$ cat src/rtl/parking_gate_ctrl.sv
// parking_gate_ctrl
//
// Controller for a single parking-lot entry barrier. A car at the entrance
// starts a password exchange on the keypad. A correct password opens the
// barrier. Repeated wrong passwords lock the keypad out for a while.
// The block also tracks how many cars are inside, against a fixed capacity,
// and abandons a visit that stalls at the keypad.
//
// Ports
//   clk             in   1      system clock, rising edge
//   reset_n         in   1      asynchronous active-low reset
//   sensor_entrance in   1      car present at the entry barrier (level)
//   sensor_exit     in   1      car has cleared the barrier (level)
//   password_1      in   PW_W   keypad field 1
//   password_2      in   PW_W   keypad field 2
//   pass_valid      in   1      strobe: password fields valid this cycle
//   car_departed    in   1      strobe: a car left the lot
//   GREEN_LED       out  1      barrier open
//   RED_LED         out  1      stop / error indication (blinks on error)
//   occupancy       out  CNT_W  cars currently inside
//   full            out  1      occupancy has reached CAPACITY
//   lockout         out  1      keypad locked out after too many failures
//   state_o         out  3      current controller state, for coverage

module parking_gate_ctrl #(
  parameter int unsigned     PW_W        = 4,
  parameter logic [PW_W-1:0] PASS1       = 4'h1,
  parameter logic [PW_W-1:0] PASS2       = 4'h2,
  parameter int unsigned     CAPACITY    = 8,
  parameter int unsigned     TIMEOUT     = 32,
  parameter int unsigned     MAX_TRIES   = 3,
  parameter int unsigned     LOCK_CYCLES = 64,
  parameter int unsigned     BLINK_LOG2  = 2,
  localparam int unsigned    CNT_W       = $clog2(CAPACITY + 1)
) (
  input  logic             clk,
  input  logic             reset_n,
  input  logic             sensor_entrance,
  input  logic             sensor_exit,
  input  logic [PW_W-1:0]  password_1,
  input  logic [PW_W-1:0]  password_2,
  input  logic             pass_valid,
  input  logic             car_departed,
  output logic             GREEN_LED,
  output logic             RED_LED,
  output logic [CNT_W-1:0] occupancy,
  output logic             full,
  output logic             lockout,
  output logic [2:0]       state_o
);

  localparam int unsigned TMR_W = $clog2(TIMEOUT + 1);
  localparam int unsigned LCK_W = $clog2(LOCK_CYCLES + 1);
  localparam int unsigned TRY_W = $clog2(MAX_TRIES + 1);

  // Encodings are visible on state_o, so they are fixed explicitly.
  typedef enum logic [2:0] {
    S_IDLE  = 3'd0,
    S_WAIT  = 3'd1,
    S_WRONG = 3'd2,
    S_RIGHT = 3'd3,
    S_STOP  = 3'd4,
    S_LOCK  = 3'd5
  } state_e;

  state_e           state_q, state_d;
  logic [CNT_W-1:0] occ_q, occ_d;
  logic [TRY_W-1:0] tries_q, tries_d;
  logic [TMR_W-1:0] timer_q, timer_d;
  logic [LCK_W-1:0] lockCnt_q, lockCnt_d;
  logic [BLINK_LOG2:0] blink_q;

  logic             match;
  logic             fullNow;
  logic             timedOut;
  logic             lockDone;
  logic             lockHit;
  logic             carIn;
  logic [TRY_W-1:0] triesInc;

  assign match    = pass_valid && (password_1 == PASS1) && (password_2 == PASS2);
  assign fullNow  = (occ_q == CNT_W'(CAPACITY));
  assign timedOut = (timer_q == TMR_W'(TIMEOUT - 1));
  assign lockDone = (lockCnt_q == LCK_W'(LOCK_CYCLES - 1));
  assign triesInc = tries_q + TRY_W'(1);
  // This mismatch is the one that uses up the last allowed attempt.
  assign lockHit  = (triesInc >= TRY_W'(MAX_TRIES));

  // State, attempt counter and occupancy registers.
  always_ff @(posedge clk or negedge reset_n) begin
    if (!reset_n) begin
      state_q   <= S_IDLE;
      occ_q     <= '0;
      tries_q   <= '0;
      timer_q   <= '0;
      lockCnt_q <= '0;
      blink_q   <= '0;
    end else begin
      state_q   <= state_d;
      occ_q     <= occ_d;
      tries_q   <= tries_d;
      timer_q   <= timer_d;
      lockCnt_q <= lockCnt_d;
      blink_q   <= blink_q + 1'b1;
    end
  end

  // Next-state logic. A match is tested before the timeout, so a correct
  // password on the last allowed cycle still opens the barrier.
  always_comb begin
    state_d = state_q;
    tries_d = tries_q;
    carIn   = 1'b0;
    case (state_q)
      S_IDLE: begin
        if (sensor_entrance && !fullNow) state_d = S_WAIT;
      end
      S_WAIT: begin
        if (match) begin
          state_d = S_RIGHT;
        end else if (pass_valid) begin
          state_d = S_WRONG;
          tries_d = triesInc;
        end else if (timedOut) begin
          state_d = S_IDLE;
        end
      end
      S_WRONG: begin
        if (match) begin
          state_d = S_RIGHT;
        end else if (pass_valid) begin
          tries_d = triesInc;
          if (lockHit) state_d = S_LOCK;
        end else if (timedOut) begin
          state_d = S_IDLE;
        end
      end
      S_RIGHT: begin
        // The car passing the barrier is counted in, even when a tailgater
        // is already waiting behind it.
        if (sensor_exit) begin
          carIn   = 1'b1;
          state_d = sensor_entrance ? S_STOP : S_IDLE;
        end
      end
      S_STOP: begin
        if (fullNow) begin
          state_d = S_IDLE;
        end else if (match) begin
          state_d = S_RIGHT;
        end else if (pass_valid) begin
          tries_d = triesInc;
          if (lockHit) state_d = S_LOCK;
        end
      end
      S_LOCK: begin
        if (lockDone) state_d = S_IDLE;
      end
      default: state_d = S_IDLE;
    endcase
    // Leaving lockout always lands in IDLE, so this also covers that exit.
    if (state_d == S_IDLE || state_d == S_RIGHT) tries_d = '0;
  end

  // Inactivity timer for the keypad states. It restarts on any state change
  // or keypad strobe. Lockout has its own counter because pass_valid must
  // not stretch it.
  always_comb begin
    timer_d = '0;
    if (state_d == state_q && !pass_valid &&
        (state_q == S_WAIT || state_q == S_WRONG)) begin
      timer_d = timer_q + TMR_W'(1);
    end
    lockCnt_d = '0;
    if (state_q == S_LOCK && state_d == S_LOCK) lockCnt_d = lockCnt_q + LCK_W'(1);
  end

  // Occupancy saturates at both ends. An arrival and a departure in the
  // same cycle cancel out.
  always_comb begin
    occ_d = occ_q;
    if (carIn && !car_departed) begin
      if (!fullNow) occ_d = occ_q + CNT_W'(1);
    end else if (!carIn && car_departed) begin
      if (occ_q != '0) occ_d = occ_q - CNT_W'(1);
    end
  end

  // Moore outputs, decoded from the registered state.
  always_comb begin
    GREEN_LED = 1'b0;
    RED_LED   = 1'b0;
    lockout   = 1'b0;
    case (state_q)
      S_IDLE:         RED_LED = fullNow;
      S_WAIT, S_STOP: RED_LED = 1'b1;
      S_WRONG:        RED_LED = blink_q[BLINK_LOG2];
      S_RIGHT:        GREEN_LED = 1'b1;
      S_LOCK: begin
        RED_LED = blink_q[BLINK_LOG2];
        lockout = 1'b1;
      end
      default: ;
    endcase
  end

  assign occupancy = occ_q;
  assign full      = fullNow;
  assign state_o   = state_q;

endmodule

$ cat config.mk
export PLATFORM = sky130hd
export DESIGN_NAME = parking_gate_ctrl
export DESIGN_NICKNAME = d
export VERILOG_FILES = /design/src/rtl/parking_gate_ctrl.sv
export SDC_FILE = /design/constraint.sdc
export NUM_CORES = 1
export LEC_CHECK = 0
export CAP_MARGIN = 30
export CORE_AREA = 2 2 60 62
export CTS_CLUSTER_DIAMETER = 120
export DETAILED_ROUTE_END_ITERATION = 8
export DIE_AREA = 0 0 62 64
export PLACE_DENSITY = 0.79
export SYNTH_ARGS = -nofsm -noshare
export SYNTH_HDL_FRONTEND = slang
export SYNTH_SLANG_ARGS = --single-unit
$ cat constraint.sdc
create_clock -name clk -period 2.3 [get_ports clk]
set_input_delay 0.69 -clock clk [delete_from_list [all_inputs] [get_ports clk]]
set_output_delay 0.69 -clock clk [all_outputs]
set_load 0.1 [all_outputs]
==> summary.md <==
| Metric | Value |
|---|---|
| Pins Over Slew Limit | 0 |
| Run status | finished with violations |
| Crit Path Max Fanout | 2 |
| Port bufs | 24 |
| Slowest cell on crit path | dfrtp_4 |
| Global-route wire length before repair | 6.382 mm |
| Setup WS post-layout | -0.09235 ns |
| RSZ-0062 raised after global routing | yes |
| Post-DR wirelength/cell | 14.94 um |
| Antenna Nets Post-Route | 0 |
| Ys async rst share | 1.000 |
| CTS tree | done |
| Die Ht | 64 um |
| Switching Fraction | 0.5022 |
| Largest net degree at the start of global routing | 26 |
| Power Internal | 1.435 mW |
| Hold Path Class | reg2reg |
| Lkg Pwr | 1.010 nW |
| Number of diodes | 0 |
| Max-cap violations | 0 |
| Netlist cell types | 46 |
| Area growth from synthesis to layout | 46.06% |
| Register area share after synthesis | 0.4019 |
| Fmax | 0.4180 GHz |
| Gpl congestion | 0.8913 |
| Final instance area | 2273 um2 |
| Ports | 25 |
| Post-CTS Hold Buffers | 0 |
| Crit path capture type | primary output |
| DRC Markers | 0 |
| Antenna violations before repair | 0 |
| Cell row count | 21 |
| Syn Inst Count | 158 |
| Clock Latency Late Sink | 0.32 ns |
| Clock skew | 0.008941 ns |
| Clk sinks | 25 |
| Crit path cell chain | nor4b_4 > or4_4 > o211a_4 > buf_12 |
| #FFs+latches synth | 25 |
| Setup crit start kind | flip-flop |
| CTS Buf Count | 3 |
| Seq pwr share | 0.233 |
| Filler cell count | 255 |
| Post-synth top flop | dfrtp_1 |
| Synthesized net count | 180 |
| H-tree depth | 1 |
| Gr usage total | 0.2150 |
| Part of the power in combinational logic | 0.694 |
| Period utilization | 1.040 |
| Via count | 1371 |
| WP data required | 1.61 ns |
| Setup_tns | -0.09235 ns |
| Min cycle time layout | 2.392 ns |
| Initial Util | 0.4739 |
| Placement Cell Area | 2137 um2 |
| Mapped cell area | 1556 um2 |
| Clock buffer depth | 2 |
| CTS root buf | clkbuf_4 |
| Die width | 62 um |
| Core area | 3284 um2 |
| Initial DRC Count | 39 |
| WS Path Type | reg2out |
| Max-slew headroom | 0.6146 |
| 1st-pass router iterations | 4 |
| Via/cell ratio | 5.462 |
| Dpl hpwl | 2.746 mm |
| Worst-path clk slew | 0.15 ns |
| Avg Cell Area, Syn | 9.851 um2 |
| Final Hold Viols | 0 |
| Actual slew at the worst max-slew pin | 0.5700 ns |
| Slowest stage delay, CP | 0.51 ns |
| Vias in the first global route | 1443 |
| Final Setup Violations | 1 |
| Clk network pwr share | 0.073 |
| Fin Hold WS | 0.4363 ns |
| Final wirelength | 3.749 mm |
| NumNets Final | 228 |
| Post-synth EDFFs | 0 |
| Yosys Warn Count | 0 |
| Full die area | 3968 um2 |
| Psw | 1.448 mW |
| Worst EP arrival | 1.70 ns |
| Max VDD drop | 0.001263 V |
| GRT Residual Overflow | 0 |
| Failing checks | setup timing |
| Fraction of layout cells with a size suffix above 1 | 0.3415 |
| PwrDens | 1268 nW/um2 |
## sequential cells by signal, summed over array words and instances (netlist names)
name and flops:
lockCnt_q 7, timer_q 6, occupancy 4, blink_q 3, state_o 3, tries_q 2
## cells in the mapped netlist (4+ instances only)
library cell  instances  area, um2
a31oi_1               4      25.02
nor2b_1               6      37.54
nor2_1               11      41.29
nand2_1              11      41.29
nand3_1               5      25.02
a21oi_1               6      30.03
nor4_1                4      25.02
xor2_1                6      52.55
xnor2_1              10      87.58
ha_1                  7      87.58
dfrtp_1              25      625.6
inv_1                11      41.29
## worst paths after layout
kind	start	endpoint	slack, ns	depth (start not counted)
max	occupancy[3]	RED_LED	-0.09	4
min	blink_q[0]	blink_q[0]	0.44	1
max reg2reg	state_o[2]	occupancy[3]	0.13	11
min reg2reg	blink_q[0]	blink_q[0]	0.44	1
max in group asynchronous	reset_n	occupancy[0]	1.30	2
min in group asynchronous	reset_n	timer_q[4]	0.71	2
## cell families after synthesis
kind of cell,synth area share
fa+ha+maj,0.06913
simple gates,0.2227
xor+xnor,0.09003
buf+inv,0.04260
compound gates,0.1672
flops,0.4019
mux,0.006431
## layout by cell type (no fill, tap or decap), types with 3 or more instances in the layout
master            n
buf_4            23
dfrtp_1          18
nand2_1          11
nor2_1           11
xnor2_1          10
buf_12           10
inv_1             9
clkdlybuf4s50_1   8
xor2_1            6
a21oi_1           5
nor2b_1           5
nand3_1           5
ha_1              5
dlymetal6s2s_1    5
dfrtp_4           5
nor4_1            4
o211ai_1          3
nand2b_1          3
a31oi_1           3
o21a_1            3
clkbuf_4          3
## layer usage
layer / track usage / part of all wire / up-vias
li1: - / - / 657
met1: 0.2679 / 0.41 / 671
met2: 0.3698 / 0.52 / 39
met3: 0.02834 / 0.050 / 4
met4: 0.07181 / 0.011 / 0
met5: 0 / 0 / -
## power groups by stage
stage	Combinational [mW]	Clock [mW]	Sequential, mW
5_1_grt	2.11	0.246	0.688
6_report	2.00	0.211	0.672
3_5_place_dp	1.86	0	0.700
3_3_place_gp	1.82	0	0.694
4_1_cts	1.93	0.225	0.666
2_1_floorplan	0.891	0	1.07
## stage by stage
step | cells | total power [mW] | setup WS [ns] | utilization
after global placement | 239 | 2.510 | -0.3528 | 0.6507
after global routing | 251 | 3.041 | -0.1426 | 0.6922
after CTS | 248 | 2.822 | -0.1268 | 0.6716
after detailed placement | 239 | 2.558 | -0.4285 | 0.6507
final | 251 | 2.882 | -0.09235 | 0.6922
after floorplan | 158 | 1.965 | -0.8430 | -
## worst max-delay path: cells and delay by family, from the launching register on
kind / cells / cell delay [ns]
DFF: 1 / 0.51
AOI/OAI and AO/OA: 1 / 0.16
buffers and inverters: 1 / 0.16
and+or+nand+nor: 2 / 0.56
## timing repair
action | CTS | global route
setup buffers | 5 | 3
resized for setup | 0 | 12
endpoints found under the setup margin | 8 | 9
pin swaps | 4 | 8
## layout make-up
class / instances / area [um2] / share of cell area
clock inverters: 1 / 8.758 / 0.003853
inverters: 12 / 51.30 / 0.02256
repair buffers: 48 / 538.0 / 0.2367
clock buffers: 3 / 22.52 / 0.009906
flip-flops and latches: 25 / 646.9 / 0.2845
well taps: 46 / 57.56 / 0.02532
multi-input cells: 116 / 948.4 / 0.4172
(Power assumes the default switching activity.)
